`src/rtl/jtframe_led_fader.sv`:
```
// jtframe_led_fader
// Activity-LED driver fed by the pulse stretcher. While act_in is high the
// LED is solid on. When activity ends the brightness ramps linearly down to
// off through a PWM output. One brightness step is taken every 2^DIVW cen
// ticks. The PWM counter itself runs on every clk.

module jtframe_led_fader #(
    parameter int PWMW = 8,   // brightness / PWM resolution in bits
    parameter int DIVW = 6    // fade prescaler width (must be >= 1)
) (
    input  logic            clk,
    input  logic            rst_n,
    input  logic            cen,
    input  logic            act_in,
    output logic            led,
    output logic [PWMW-1:0] level,
    output logic            busy
);

    // Brightness and divider constants, all at their natural widths.
    localparam logic [PWMW-1:0] LVL_ZERO = {PWMW{1'b0}};
    localparam logic [PWMW-1:0] LVL_ONE  = {{(PWMW-1){1'b0}}, 1'b1};
    localparam logic [PWMW-1:0] LVL_MAX  = {PWMW{1'b1}};
    localparam logic [DIVW-1:0] DIV_ZERO = {DIVW{1'b0}};
    localparam logic [DIVW-1:0] DIV_ONE  = {{(DIVW-1){1'b0}}, 1'b1};
    localparam logic [DIVW-1:0] DIV_MAX  = {DIVW{1'b1}};

    typedef enum logic [1:0] {
        ST_IDLE = 2'd0,
        ST_ON   = 2'd1,
        ST_FADE = 2'd2
    } state_t;

    state_t            state_q,   state_d;
    logic [PWMW-1:0]   level_q,   level_d;
    logic [DIVW-1:0]   div_q,     div_d;
    logic [PWMW-1:0]   pwm_cnt_q, pwm_cnt_d;
    logic              led_q,     led_d;

    // Fader state machine: next state, brightness and prescaler.
    always_comb begin
        state_d = state_q;
        level_d = level_q;
        div_d   = div_q;
        case (state_q)
            ST_IDLE: begin
                div_d = DIV_ZERO;
                if (act_in) begin
                    state_d = ST_ON;
                    level_d = LVL_MAX;
                end else begin
                    state_d = ST_IDLE;
                    level_d = LVL_ZERO;
                end
            end
            ST_ON: begin
                // Brightness pinned at full scale, prescaler parked at 0 so
                // the first fade step is exactly 2^DIVW cen ticks away.
                level_d = LVL_MAX;
                div_d   = DIV_ZERO;
                if (act_in) begin
                    state_d = ST_ON;
                end else begin
                    state_d = ST_FADE;
                end
            end
            ST_FADE: begin
                if (act_in) begin
                    // New activity overrides any step due on this edge.
                    state_d = ST_ON;
                    level_d = LVL_MAX;
                    div_d   = DIV_ZERO;
                end else if (cen) begin
                    if (div_q == DIV_MAX) begin
                        div_d = DIV_ZERO;
                        if (level_q <= LVL_ONE) begin
                            // Last step: leave for IDLE as level hits 0,
                            // never decrementing past zero.
                            state_d = ST_IDLE;
                            level_d = LVL_ZERO;
                        end else begin
                            state_d = ST_FADE;
                            level_d = level_q - LVL_ONE;
                        end
                    end else begin
                        state_d = ST_FADE;
                        div_d   = div_q + DIV_ONE;
                    end
                end else begin
                    state_d = ST_FADE;
                    level_d = level_q;
                    div_d   = div_q;
                end
            end
            default: begin
                state_d = ST_IDLE;
                level_d = LVL_ZERO;
                div_d   = DIV_ZERO;
            end
        endcase
    end

    // PWM generator: free-running counter and the next LED drive value.
    always_comb begin
        pwm_cnt_d = pwm_cnt_q + LVL_ONE;
        // Full scale is forced solid on; otherwise the counter comparison
        // would leave one dark slot per period at level == MAX.
        led_d = (level_q == LVL_MAX) | (pwm_cnt_q < level_q);
    end

    // State and output registers with asynchronous active-low reset.
    always_ff @(posedge clk or negedge rst_n) begin
        if (!rst_n) begin
            state_q   <= ST_IDLE;
            level_q   <= LVL_ZERO;
            div_q     <= DIV_ZERO;
            pwm_cnt_q <= LVL_ZERO;
            led_q     <= 1'b0;
        end else begin
            state_q   <= state_d;
            level_q   <= level_d;
            div_q     <= div_d;
            pwm_cnt_q <= pwm_cnt_d;
            led_q     <= led_d;
        end
    end

    assign led   = led_q;
    assign level = level_q;
    assign busy  = (state_q != ST_IDLE);

endmodule

```
`config.mk`:
```
export PLATFORM = sky130hd
export DESIGN_NAME = jtframe_led_fader
export DESIGN_NICKNAME = d
export VERILOG_FILES = /design/src/rtl/jtframe_led_fader.sv
export SDC_FILE = /design/constraint.sdc
export NUM_CORES = 1
export LEC_CHECK = 0
export CAP_MARGIN = 20
export CORE_ASPECT_RATIO = 0.75
export CORE_MARGIN = 2
export CORE_UTILIZATION = 53
export CTS_BUF_LIST = sky130_fd_sc_hd__clkbuf_4 sky130_fd_sc_hd__clkbuf_8
export DETAILED_ROUTE_END_ITERATION = 12
export MAX_ROUTING_LAYER = met4
export PLACE_DENSITY = 0.77
export SKIP_CTS_REPAIR_TIMING = 1
export SYNTH_ARGS = -nofsm -noshare
export SYNTH_HDL_FRONTEND = slang
export SYNTH_SLANG_ARGS = --single-unit
export TNS_END_PERCENT = 30
```
`constraint.sdc`:
```
create_clock -name clk -period 1.67 [get_ports clk]
set_input_delay 0.501 -clock clk [delete_from_list [all_inputs] [get_ports clk]]
set_output_delay 0.501 -clock clk [all_outputs]
set_load 0.01 [all_outputs]
```
==> Yosys cells after proc, flatten, opt, wreduce, memory -nomap -nowiden <==
Index checks and enable logic that the tools add are counted.
{ "word_totals": {"ff_bits": 25, "elab_cells": 37} }
{ "classes": {"addsub": 3, "magnitude_cmp": 2, "eq_ne": 6, "muxes": 17, "bitwise_logic": 1, "reduce_logical": 3} }
{ "ops": {"columns": ["cell", "count"], "rows": [
  ["$mux W8", 5],
  ["$mux W6", 4],
  ["$pmux W8 S3", 1],
  ["$mux W2", 5],
  ["$add A8 B1 Y8 const B", 1],
  ["$eq A8 B8 Y1 const B", 1],
  ["$le A8 B1 Y1 const B", 1],
  ["$lt A8 B8 Y1", 1],
  ["$sub A8 B1 Y8 const B", 1],
  ["$add A6 B1 Y6 const B", 1],
  ["$eq A6 B6 Y1 const B", 1],
  ["$ne A3 B3 Y1 const B", 2],
  ["$pmux W2 S3", 1],
  ["$eq A2 B1 Y1 const B", 1],
  ["$eq A2 B2 Y1 const B", 1],
  ["$logic_not A2 Y1", 1],
  ["$reduce_and A2 Y1", 1],
  ["$reduce_bool A2 Y1", 1],
  ["$mux W1", 1],
  ["$or A1 B1 Y1", 1]
]} }

==> Longest topological paths before layout <==
Gate-level depths: netlist (run 1).
{ "depth": {"depth_word": 6, "ltp_mapped": 6, "depth_no_buf": 6} }

==> Worst setup path after synthesis (run 1) <==
Ideal clock, no wire load.
{ "synth_path": {"path_type": "input port to flip-flop", "from": "in cen", "to": "reg level_q[6], in the netlist level[6]", "t_arrival_ns": 1.694, "t_required_ns": 1.548, "setup_slack_ns": -0.145, "stages": 5, "n_path_buf": 1, "cell_sequence": "buf_4 and4_1 a21oi_1 or4_1 a32o_1"} }
{ "synth_between": {"elab_chain_cells": 2} }
{ "synth_lines": {"columns": ["element", "line", "source"], "rows": [
  ["start, declared", "13", "input logic cen,"],
  ["$ne A3 B3 Y1 (no source line)", null, null],
  ["$reduce_and A2 Y1 (no source line)", null, null],
  ["end signal, assigned", "121", "level_q <= level_d;"],
  ["end, declared", "35", "logic [PWMW-1:0] level_q, level_d;"]
]} }
Every way passes these cells.
A chain may end at the register's enable or synchronous reset.

==> Worst setup path in the final report (run 1) <==
{ "layout_path": {"from": "reg level_q[0], in the netlist level[0]", "to": "out level[0]"} }
{ "layout_lines": {"columns": ["element", "line", "source"], "rows": [
  ["end, declared", "16", "output logic [PWMW-1:0] level,"]
]} }
No word-level cell between the ends.

==> results.ini, run 1 <==
[floorplan]
floorplan.io_pins=14
die_height_um=50.27
core_area_um2=2663
die_w_um=65.69
initial_core_util_pct=56.81
num_rows=16
design.die.area_um2=3302

[clock_network]
tritoncts=done
htree_levels=1
tritoncts_num_sinks=25
clk_pin_slew_ns=0.09
max-clock-path-buffers=2
worst_skew_late_latency_ns=0.28
cts_buffers=3
cell_at_the_root_of_the_clock_tree=sky130_fd_sc_hd__clkbuf_8

[setup_path]
timing_worst_setup_path_type=flop to primary output
worst_ep_arrival_time_ns=1.25
critPathMaxFanout=5
critical-path-max-stage-delay_ns=0.55
path_depth=1
crit_path_top_delay_cell=sky130_fd_sc_hd__clkdlybuf4s50_1
critPathRequiredTime_ns=1.17
critical_path.n_buffers_inverters=1
length_in_cells_of_the_worst_reg_to_reg_path=5
cp_cell_sequence=clkdlybuf4s50_1
start_kind=flop
worst_path_dominant_cell_family=buffers and inverters
rrSetupSlack_ns=-0.01
timing.critical_path.to_type=primary output

[timing]
layout_setup_ws_ns=-0.07915
slew_viol_final=0
unrepaired_setup_endpoints_after_global_routing=yes
tightestPinTransition_ns=0.5105
timing.final.hold_violations=0
post_route_clock_skew_ns=0.01222
max-slew-margin-rel_pct=65.90
fmax_mhz=571.7
min_period_over_period_pct=104.7
min_period_ns=1.749
finalSetupViolations=4

[logic_synthesis]
mappedNetlistNets=170
yosys_warnings=0
asyncSetResetFlopFracSynth_pct=100.0
ys_seq_area_share_pct=41.36
ys_ff_latch=25
post_synthesis_cell_area_um2=1513
distinct_cells_synth=46
synth_area_per_cell_um2=9.823
yosysMostFrequentCell=sky130_fd_sc_hd__dfrtp_1
syn-instance-count=154
synth_enable_flop_cells=0
synth_top_area_share_pct=41.36
yosysTopAreaCell=sky130_fd_sc_hd__dfrtp_1
synth.cells.most_frequent=25 x sky130_fd_sc_hd__dfrtp_1, 12 x sky130_fd_sc_hd__ha_1, 10 x sky130_fd_sc_hd__nor2_1
netlist_top_cells_area=sky130_fd_sc_hd__dfrtp_1 41%, sky130_fd_sc_hd__ha_1 9.9%, sky130_fd_sc_hd__xnor2_1 3.5%, sky130_fd_sc_hd__xor2_1 2.9%, sky130_fd_sc_hd__nor2_1 2.5%
yosys_most_used_dff=sky130_fd_sc_hd__dfrtp_1

[final_layout]
nets=216
area_growth_syn_to_layout_pct=34.33
ratio_of_cells_with_drive_above_1_in_the_final_layout_pct=28.64
final_cell_count_no_fill=235
post-route-cell-area_um2=2032
utilization_pct=76.32
n_antenna_cell=0
fillerInstances=176

[run]
timing.max_cap.violations=0

[grt]
globalRouteMet1Util_pct=41.38
grt_remaining_overflow=0
met3_usage_pct=6.054
antenna_violations_before_repair=0
grt_util_met2_pct=36.20
busiest_layer=met1
globalRouteTotalUtil_pct=26.78
grt_pass1_wl_mm=6.513
grt_max_degree=26
first_global_vias=1295

[power_and_ir_drop]
power.ir.vdd_worst_mv=0.5638
design_power_total_mw=1.397
leakagePower_nw=0.9890
power_density_nw_per_um2=687.6

[detailed_routing]
avgViaCountPerCell=5.889
dr_total_vias=1384
route.final.wire_length_mm=3.870
drt_iter0_drc=172
routed_wire_length_per_instance_um=16.47
final_antenna_violating_net_count=0
drc=0
firstDrtPassIters=4

[placed_design]
placedInstanceArea_um2=1897
gp_congestion=0.9296
placed_cells=227
port_buf_inserts=13
place.detailed.hpwl_mm=2.770
preCtsSetupSlack_ns=-0.4671

[outcome]
outcome=finished, violations left
violated_checks=setup timing

[worst_hold_path]
min_path_type=flop to flop
hold_depth=1

==> layer usage <==
metal / routed length (µm) / up-vias
met5: 0 / -
met4: 27 / 0
met1: 1865 / 661
met2: 1647 / 61
met3: 329 / 4
li1: - / 658
==> flip-flops by register name, summed over array words and instances, names as in the netlist <==
register,flops
led,1
pwm_cnt_q,8
state_q,2
div_q,6
level,8
==> final cells by class <==
| cell class | count | area, µm² | share of cell area [%] |
|---|---|---|---|
| Timing Repair Buffer | 46 | 402.9 | 19.83 |
| Multi-Input combinational cell | 115 | 875.8 | 43.10 |
| Sequential cell | 25 | 628.1 | 30.91 |
| Tap cell | 36 | 45.04 | 2.217 |
| Clock buffer | 3 | 41.29 | 2.032 |
| Clock inverter | 1 | 5.005 | 0.2463 |
| Inverter | 9 | 33.78 | 1.663 |
==> where the power goes <==
group | total [mW] | leakage, nW | internal [mW] | switching (mW)
logic | 0.378 | 0.665 | 0.184 | 0.194
clock network | 0.365 | 0.0255 | 0.167 | 0.198
registers | 0.654 | 0.299 | 0.634 | 0.0201
total | 1.40 | 0.989 | 0.985 | 0.412
==> worst reg2reg max path: cells and delay by family (launching register included) <==
kind | cells | cell delay [ns]
simple gates | 2 | 0.71
flops | 1 | 0.38
compound gates | 2 | 0.29
fa+ha+maj | 1 | 0.20
==> cells by family after synthesis <==
group | share of synthesized area, %
compound gates | 17.37
mux | 0.6617
xor+xnor | 6.369
fa+ha+maj | 9.925
flops | 41.36
simple gates | 20.60
buf+inv | 3.722
==> final timing paths <==
kind / from / to
min reg2reg: pwm_cnt_q[7]$_DFF_PN0_ / pwm_cnt_q[7]$_DFF_PN0_
min: pwm_cnt_q[7]$_DFF_PN0_ / pwm_cnt_q[7]$_DFF_PN0_
max reg2reg: div_q[0]$_DFFE_PN0P_ / level[6]$_DFFE_PN0P_
max in group asynchronous: rst_n / level[7]$_DFFE_PN0P_
min in group asynchronous: rst_n / div_q[3]$_DFFE_PN0P_
max: level[0]$_DFFE_PN0P_ / level[0]
==> per-stage QoR <==
step / hold slack, ns / TNS, ns
global route: 0.5114 / -0.5338
finish: 0.4855 / -0.1027
CTS: 0.4860 / -1.778
global placement: 0.4767 / -3.532
floorplan: 0.2054 / -0.1136
detailed placement: 0.4698 / -4.046
==> placed cells by master, fill, tap and decap left out, types with 2 or more instances in the layout <==
cell                              netlist  layout
sky130_fd_sc_hd__o21ai_0                5       4
sky130_fd_sc_hd__xnor2_1                6       6
sky130_fd_sc_hd__xor2_1                 5       5
sky130_fd_sc_hd__a21oi_1                4       3
sky130_fd_sc_hd__or3b_1                 2       2
sky130_fd_sc_hd__o211ai_1               2       2
sky130_fd_sc_hd__dfrtp_1               25      23
sky130_fd_sc_hd__inv_1                  9       8
sky130_fd_sc_hd__and3_1                 3       3
sky130_fd_sc_hd__o22ai_1                2       2
sky130_fd_sc_hd__dfrtp_2                0       2
sky130_fd_sc_hd__a21boi_0               2       2
sky130_fd_sc_hd__ha_2                   0       2
sky130_fd_sc_hd__buf_4                  1      33
sky130_fd_sc_hd__or2_2                  5       5
sky130_fd_sc_hd__nand3_1                7       7
sky130_fd_sc_hd__clkbuf_8               0       3
sky130_fd_sc_hd__nor3_1                 3       2
sky130_fd_sc_hd__a32o_1                 2       2
sky130_fd_sc_hd__o31ai_1                2       2
sky130_fd_sc_hd__nand4_1                3       3
sky130_fd_sc_hd__clkdlybuf4s50_1        0       3
sky130_fd_sc_hd__o2111ai_1              3       2
sky130_fd_sc_hd__nand2_1                8       8
sky130_fd_sc_hd__nand2b_1               2       2
sky130_fd_sc_hd__ha_1                  12      10
sky130_fd_sc_hd__nor2b_1                3       3
sky130_fd_sc_hd__a21o_1                 2       2
sky130_fd_sc_hd__nor2_1                10       9
sky130_fd_sc_hd__a31oi_1                3       3
sky130_fd_sc_hd__dlymetal6s2s_1         0      10
Note: power is estimated with default switching activity, not from simulation.
==> inputs of run 2 (changes only) <==
--- a/config.mk
+++ b/config.mk
@@ -13,6 +13,7 @@
 export DETAILED_ROUTE_END_ITERATION = 12
 export MAX_ROUTING_LAYER = met4
 export PLACE_DENSITY = 0.77
+export RECOVER_POWER = 25
 export SKIP_CTS_REPAIR_TIMING = 1
 export SYNTH_ARGS = -nofsm -noshare
 export SYNTH_HDL_FRONTEND = slang
==> run 2 against run 1 <==
Hold slack unchanged. Critical endpoint unchanged. Critical path type unchanged. The run still ends with setup timing left. Via count decreased by 0.14%. Critical path depth unchanged.
==> results.ini, run 2 (same netlist as run 1, synthesis figures left out) <==
[timing]
min_period_ns=1.749
post_route_clock_skew_ns=0.01221
finalSetupTns_ns=-0.1025
slew_viol_final=0
tightestPinTransition_ns=0.6481
timing.final.hold_violations=0
layout_setup_ws_ns=-0.07926
unrepaired_setup_endpoints_after_global_routing=yes
fmax_mhz=571.7
max-slew-margin-rel_pct=56.79
min_period_over_period_pct=104.7
fin_worst_hold_slack_ns=0.4855
finalSetupViolations=4

[detailed_routing]
final_antenna_violating_net_count=0
firstDrtPassIters=4
routed_wire_length_per_instance_um=16.47
drt_iter0_drc=172
route.final.wire_length_mm=3.870
dr_total_vias=1382
met2_length_mm=1.644
drc=0
detail_route.wirelength.met1_mm=1.862
met3_length_um=335
top_signal_layer_used=met4
avgViaCountPerCell=5.881

[placed_design]
placed_cells=227
place.detailed.hpwl_mm=2.770
gp_congestion=0.9296
preCtsSetupSlack_ns=-0.4671
port_buf_inserts=13

[power_and_ir_drop]
power.clock.fraction_pct=26.2
leakagePower_nw=0.9886
share_of_total_power_in_combinational_logic_pct=27.0
net_switching_share_of_the_total_power_pct=29.51
netSwitchingPower_mw=0.4120
power.ir.vdd_worst_mv=0.5638
power.internal_mw=0.9840
power.share.sequential_pct=46.9
power_density_nw_per_um2=687.8

[grt]
grt_max_degree=26
globalRouteTotalUtil_pct=26.78
first_global_vias=1295
grt_remaining_overflow=0
grt_pass1_wl_mm=6.513
antenna_violations_before_repair=0

[floorplan]
design.die.area_um2=3302
die_height_um=50.27
core_area_um2=2663
initial_core_util_pct=56.81
floorplan.io_pins=14
num_rows=16
die_w_um=65.69

[setup_path]
critPathMaxFanout=5
crit_path_top_delay_cell=sky130_fd_sc_hd__clkdlybuf4s50_1
start_kind=flop
worst_ep_arrival_time_ns=1.25
cp_cell_sequence=clkdlybuf4s50_1
timing_worst_setup_path_type=flop to primary output
critical_path.n_buffers_inverters=1
worst_path_dominant_cell_family=buffers and inverters
timing.critical_path.to_type=primary output
critical-path-max-stage-delay_ns=0.55
critPathRequiredTime_ns=1.17

[final_layout]
final_common_cell=sky130_fd_sc_hd__buf_4
n_antenna_cell=0
nets=216
layout_common_cells=32 x sky130_fd_sc_hd__buf_4, 23 x sky130_fd_sc_hd__dfrtp_1, 10 x sky130_fd_sc_hd__ha_1, 10 x sky130_fd_sc_hd__dlymetal6s2s_1, 9 x sky130_fd_sc_hd__nor2_1
area_growth_syn_to_layout_pct=34.16
final_cell_count_no_fill=235
ratio_of_cells_with_drive_above_1_in_the_final_layout_pct=28.64

[clock_network]
cts_buffers=3
worst_skew_late_latency_ns=0.28
cell_at_the_root_of_the_clock_tree=sky130_fd_sc_hd__clkbuf_8
max-clock-path-buffers=2
tritoncts_num_sinks=25
clk_pin_slew_ns=0.09
htree_levels=1
tritoncts=done

[outcome]
violated_checks=setup timing
outcome=finished, violations left

[worst_hold_path]
min_path_type=flop to flop

[run]
timing.max_cap.violations=0

[run 2: final cells by class]
cell class | count | area [µm²]
Multi-Input combinational cell | 115 | 875.8
Clock inverter | 1 | 5.005
Inverter | 9 | 33.78
Sequential cell | 25 | 628.1
Fill cell | 175 | 633.1
Timing Repair Buffer | 46 | 400.4
Tap cell | 36 | 45.04
Clock buffer | 3 | 41.29
[run 2: stage by stage]
step | cell area (µm²) | power (mW) | util (%)
6_report | 2029 | 1.396 | 76.22
5_1_grt | 2029 | 1.460 | 76.22
4_1_cts | 1943 | 1.385 | 72.98
3_5_place_dp | 1897 | 1.023 | 71.24
3_3_place_gp | 1897 | 1.015 | 71.24
2_1_floorplan | 1530 | 0.8350 | -
[run 2: power groups by stage]
stage	Combinational (mW)	Sequential, mW	Clock, mW
after detailed placement	0.355	0.668	0
after global routing	0.410	0.658	0.392
after CTS	0.358	0.656	0.371
after floorplan	0.140	0.695	0
after global placement	0.348	0.666	0
final	0.377	0.654	0.365
[run 2: worst paths after layout]
check                                       start                     end  slack, ns  cells after the start
max                          level[0]$_DFFE_PN0P_                level[0]      -0.08                      1
min                        pwm_cnt_q[7]$_DFF_PN0_  pwm_cnt_q[7]$_DFF_PN0_       0.49                      1
max reg2reg                  div_q[0]$_DFFE_PN0P_    level[6]$_DFFE_PN0P_      -0.01                      5
min reg2reg                pwm_cnt_q[7]$_DFF_PN0_  pwm_cnt_q[7]$_DFF_PN0_       0.49                      1
max in group asynchronous                   rst_n    level[7]$_DFFE_PN0P_       0.45                      2
min in group asynchronous                   rst_n    div_q[3]$_DFFE_PN0P_       0.77                      2
[run 2: layer usage]
metal  up-vias  GRT usage [%]
met5         -              -
met4         0          4.167
met3         4          6.054
met2        61          36.20
met1       659          41.38
li1        658              -
